**config.mk**
```make
export PLATFORM = sky130hd
export DESIGN_NAME = iomem_master
export DESIGN_NICKNAME = d
export VERILOG_FILES = /design/src/rtl/iomem_master.sv
export SDC_FILE = /design/constraint.sdc
export NUM_CORES = 1
export LEC_CHECK = 0
export BUFFER_PORTS_ARGS = -buffer_cell sky130_fd_sc_hd__buf_2
export CAP_MARGIN = 20
export CORE_ASPECT_RATIO = 2
export CORE_MARGIN = 2
export CORE_UTILIZATION = 50
export CTS_CLUSTER_SIZE = 20
export DETAILED_ROUTE_END_ITERATION = 8
export MAX_ROUTING_LAYER = met4
export PLACE_DENSITY_LB_ADDON = 0.08
export SLEW_MARGIN = 25
export SYNTH_ARGS = -nofsm -noshare
export SYNTH_HDL_FRONTEND = slang
export SYNTH_SLANG_ARGS = --single-unit
export TNS_END_PERCENT = 30
```
**constraint.sdc**
```tcl
create_clock -name clk_i -period 4.05 [get_ports clk_i]
set_input_delay 0.2025 -clock clk_i [delete_from_list [all_inputs] [get_ports clk_i]]
set_output_delay 0.2025 -clock clk_i [all_outputs]
set_load 0.005 [all_outputs]
```
**src/rtl/iomem_master.sv**
```systemverilog
// Single-outstanding requester-to-iomem bridge: accepts one request, runs one bus cycle, returns one response.
// Optional bus timeout when IOMEM_TIMEOUT_EN is defined; otherwise BUSY waits for the responder indefinitely.
module iomem_master #(
    parameter int unsigned TIMEOUT_CYCLES = 1024
) (
    input  logic        clk_i,
    input  logic        rst_ni,
    input  logic        req_valid_i,
    output logic        req_ready_o,
    input  logic [31:0] req_addr_i,
    input  logic [31:0] req_wdata_i,
    input  logic [3:0]  req_wstrb_i,
    output logic        resp_valid_o,
    input  logic        resp_ready_i,
    output logic [31:0] resp_rdata_o,
    output logic        resp_err_o,
    output logic        iomem_valid_o,
    input  logic        iomem_ready_i,
    output logic [31:0] iomem_addr_o,
    output logic [31:0] iomem_wdata_o,
    output logic [3:0]  iomem_wstrb_o,
    input  logic [31:0] iomem_rdata_i,
    output logic        busy_o
);

    typedef enum logic [1:0] {IDLE, BUSY, RESP} state_t;

    state_t      state, state_nxt;
    logic        accept, misaligned, handshake, timeout;
    logic        valid_q, resp_valid_q, resp_err_q;
    logic [31:0] addr_q, wdata_q, rdata_q;
    logic [3:0]  wstrb_q;

    assign req_ready_o = (state == IDLE);
    assign busy_o      = (state != IDLE);
    assign accept      = req_valid_i & req_ready_o;
    assign misaligned  = |req_addr_i[1:0];
    // valid_q mirrors BUSY exactly, so ready outside a bus cycle is ignored
    assign handshake   = valid_q & iomem_ready_i;

`ifdef IOMEM_TIMEOUT_EN
    logic [15:0] tmo_cnt;

    assign timeout = valid_q & ~iomem_ready_i & (tmo_cnt == 16'(TIMEOUT_CYCLES - 1));

    always_ff @(posedge clk_i or negedge rst_ni) begin
        if (!rst_ni) begin
            tmo_cnt <= '0;
        end else if (state != BUSY) begin
            tmo_cnt <= '0;
        end else if (!iomem_ready_i) begin
            tmo_cnt <= tmo_cnt + 16'd1;
        end
    end
`else
    assign timeout = 1'b0;
`endif

    always_ff @(posedge clk_i or negedge rst_ni) begin
        if (!rst_ni) begin
            state <= IDLE;
        end else begin
            state <= state_nxt;
        end
    end

    always_comb begin
        state_nxt = state;
        case (state)
            IDLE: if (accept) state_nxt = misaligned ? RESP : BUSY;
            BUSY: if (handshake || timeout) state_nxt = RESP;
            RESP: if (resp_ready_i) state_nxt = IDLE;
            default: state_nxt = IDLE;
        endcase
    end

    always_ff @(posedge clk_i or negedge rst_ni) begin
        if (!rst_ni) begin
            valid_q      <= 1'b0;
            resp_valid_q <= 1'b0;
            resp_err_q   <= 1'b0;
            addr_q       <= '0;
            wdata_q      <= '0;
            wstrb_q      <= '0;
            rdata_q      <= '0;
        end else begin
            valid_q      <= (state_nxt == BUSY);
            resp_valid_q <= (state_nxt == RESP);
            if (accept && !misaligned) begin
                addr_q  <= req_addr_i;
                wdata_q <= req_wdata_i;
                wstrb_q <= req_wstrb_i;
            end
            if (accept && misaligned) begin
                rdata_q    <= '0;
                resp_err_q <= 1'b1;
            end else if (handshake) begin
                rdata_q    <= (wstrb_q == 4'b0000) ? iomem_rdata_i : 32'd0;
                resp_err_q <= 1'b0;
            end else if (timeout) begin
                rdata_q    <= '0;
                resp_err_q <= 1'b1;
            end
        end
    end

    assign iomem_valid_o = valid_q;
    assign iomem_addr_o  = addr_q;
    assign iomem_wdata_o = wdata_q;
    assign iomem_wstrb_o = wstrb_q;
    assign resp_valid_o  = resp_valid_q;
    assign resp_rdata_o  = rdata_q;
    assign resp_err_o    = resp_err_q;

endmodule

```
==> summary.txt <==
die outline area: 9640 um2
number of buffer cells added on primary ports: 209
outcome: completed
CTS hold repair buffers: 1
total via count after detailed routing: 3155
mean instance size in the synthesized netlist: 14.3 um2
cell area after technology mapping: 4420 um2
starting density of the core: 51.4%
Post-DP Area: 5460 um2
clk sinks: 105
critical path type: reg2reg
reg-to-reg slack, setup: 2.36 ns
relative max-transition margin: 44.4%
Hold Fails Final Rpt: 0
register bit total from synthesis: 105
Post-CTS Setup Bufs: 0
sequential share of the synthesized area: 59.5%
area overhead of the layout relative to synthesis: 31.2%
hold crit path type: in2reg
Final GP Congestion: 0.810
largest net degree at the start of global routing: 70
Pre-antenna DRT Iters: 4
critical path fanouts, max: 33
number of buffers added by the clock tree synthesis step: 9
core area: 8590 um2
clock tree from TritonCTS: done
terminus of the critical flop-to-flop path: iomem_wdata_o[8]
ports placed on the boundary: 210
nature of the critical path endpoint: flop
syn_nets: 414
vias in the first global route: 3170
Final period util: 41.8%
global router's overall resource usage: 21.9%
count of max-cap constraint violations: 0
unrepaired setup endpoints after global routing: no
maximum cell stage delay along the critical path: 0.51 ns
post-route cell area: 5790 um2
Data required, critical path: 4.28 ns
number of DRC violations after detailed-routing iteration 0: 218
Worst-Skew Late Latency: 0.35 ns
total leakage power: 3.19 nW
net count reported at finish: 616
Clock Tree Root: clkbuf_16
vias per cell: 5.12
residual antenna-violating net count after detailed routing: 0
crit path cell chain: nor2_4 -> nand3_4 -> buf_4 -> mux2_4
arrival time worst endpoint: 1.92 ns
setup_tns: 0 ns
DRC viols: 0
wire length of the first global-routing pass: 15.9 mm
number of standard cells after synthesis: 309
total inserted antenna cells: 0
number of antenna violations at the first check in global routing: 0
aggregate routed wire length: 10.2 mm
pwr dens: 684 nW/um2
distinct cell type count of the synthesized netlist: 20
clk buf depth: 2
Peak Freq: 0.591 GHz
number of max-slew violations in the final report: 0
DR WL/cell: 16.5 um
row count: 48
slowest stage cell, crit path: buf_4
CP Capture Point: iomem_wdata_o[8]
Clock H-tree levels: 3
cell count after placement: 599
worst reg2reg path depth: 4
share of layout cells above drive strength 1: 58.5%
maximum VDD drop: 401 uV
count of final setup violators: 0
reg2reg start: state[1]
Vert. Die Dim: 137 um
Clk pin slew, worst setup/hold paths: 0.08 ns
yosys synthesis warning count: 0
source of the critical timing path: state[1]
Detail Placement HPWL: 7.29 mm
final cell count without fillers: 616
minimum clock period after layout: 1.69 ns
Chip Width: 70.5 um
Remaining Overflow, GRT: 0
Worst-Margin Slew: 0.834 ns
number of fillers in the final layout: 676
count of instances resized after the clock tree is built: 0
startpoint type of the worst setup path: flop
clock tree skew after final layout: 0.0118 ns
==> worst min path at each step <==
stage / startpoint / to / slack [ns] / cells after the start
2_1_floorplan: rst_ni / iomem_addr_o[0] / -0.09 / 0
5_1_grt: req_wdata_i[5] / iomem_wdata_o[5] / 0.07 / 2
6_report: req_addr_i[15] / iomem_addr_o[15] / 0.08 / 2
3_3_place_gp: rst_ni / resp_rdata_o[9] / 0.36 / 1
4_1_cts: req_addr_i[12] / iomem_addr_o[12] / 0.07 / 2
3_5_place_dp: rst_ni / iomem_addr_o[10] / 0.36 / 1
==> worst max-delay path, delay by kind of cell (launching register included) <==
family        cells  cell delay, ns
mux               1            0.35
flops             1            0.47
simple gates      2            0.22
buf+inv           1            0.51
==> layout make-up <==
cell class                      count  area (um2)  area share [%]
Sequential cell                   105        2630            45.3
Multi-Input combinational cell    178        1610            27.8
Clock inverter                      7         100            1.73
Clock buffer                        9         225            3.89
Timing Repair Buffer              216        1100            19.0
Tap cell                          100         125            2.16
Inverter                            1        3.75          0.0648
==> cells by family after synthesis <==
family                 after synthesis  synth area share (%)
AO/OA/AOI/OAI                       37                  4.53
buffers and inverters               26                  4.08
flip-flops                         105                  59.5
multiplexers                        66                  22.4
AND/OR/NAND/NOR                     75                  9.44
==> metrics by stage <==
| stage | setup slack [ns] | utilization, % | hold WS [ns] | power, mW |
|---|---|---|---|---|
| after global placement | 2.04 | 63.5 | 0.358 | 3.02 |
| after floorplan | 2.72 | - | -0.0931 | 2.47 |
| after detailed placement | 2.20 | 63.6 | 0.364 | 3.05 |
| final | 2.36 | 67.5 | 0.0790 | 3.96 |
| after global routing | 2.25 | 67.5 | 0.0741 | 4.18 |
| after CTS | 2.35 | 67.5 | 0.0707 | 4.01 |
==> layout by cell type, fill, tap and decap left out <==
master         netlist  layout
nor3b_1              1       1
buf_4                0       7
dlygate4sd3_1        0       1
dfrtp_1            105     105
clkinv_2             0       1
nand2_1             33      33
a21o_1               1       1
inv_6                0       3
nand4_1             32      32
a21oi_1             32      32
mux2_4              66      66
and3b_2              0       1
a211o_1              2       2
buf_2                6     208
nand3_4              1       1
nor4_4               1       1
nor2_1               2       2
and2_1               2       2
nand2_2              1       1
inv_1                1       1
clkbuf_16            0       9
a22oi_1              2       2
clkinv_4             0       1
bufinv_16            0       2
nor2_4               1       1
==> synthesized netlist by cell type, drive strengths merged <==
cell	count	area, um2
dfrtp	105	2630
mux2	66	991
nand2	34	130
a21oi	32	160
nand4	32	200
buf	16	143
clkbuf	9	33.8
nor2	3	18.8
a211o	2	17.5
a22oi	2	15.0
and2	2	12.5
a21o	1	7.51
and3b	1	8.76
inv	1	3.75
nand3	1	17.5
nor3b	1	7.51
nor4	1	21.3
==> where the power goes <==
| part | internal (mW) | total, mW | switching, mW |
|---|---|---|---|
| logic | 0.808 | 1.34 | 0.534 |
| registers | 1.44 | 1.68 | 0.239 |
| clock network | 0.548 | 0.940 | 0.392 |
==> sequential cells by signal, summed over array words and instances, names as in the netlist <==
signal and flops:
resp_valid_o 1, iomem_wstrb_o 4, iomem_addr_o 32, iomem_wdata_o 32
resp_rdata_o 32, state 2, iomem_valid_o 1, resp_err_o 1
==> layer usage <==
metal	track usage (%)	routed length (um)	up-vias
met5	-	0	-
met4	11.0	374	0
met3	3.90	588	27
met2	36.0	5370	142
met1	25.7	3840	1484
li1	-	-	1502
(Power assumes the default switching activity.)
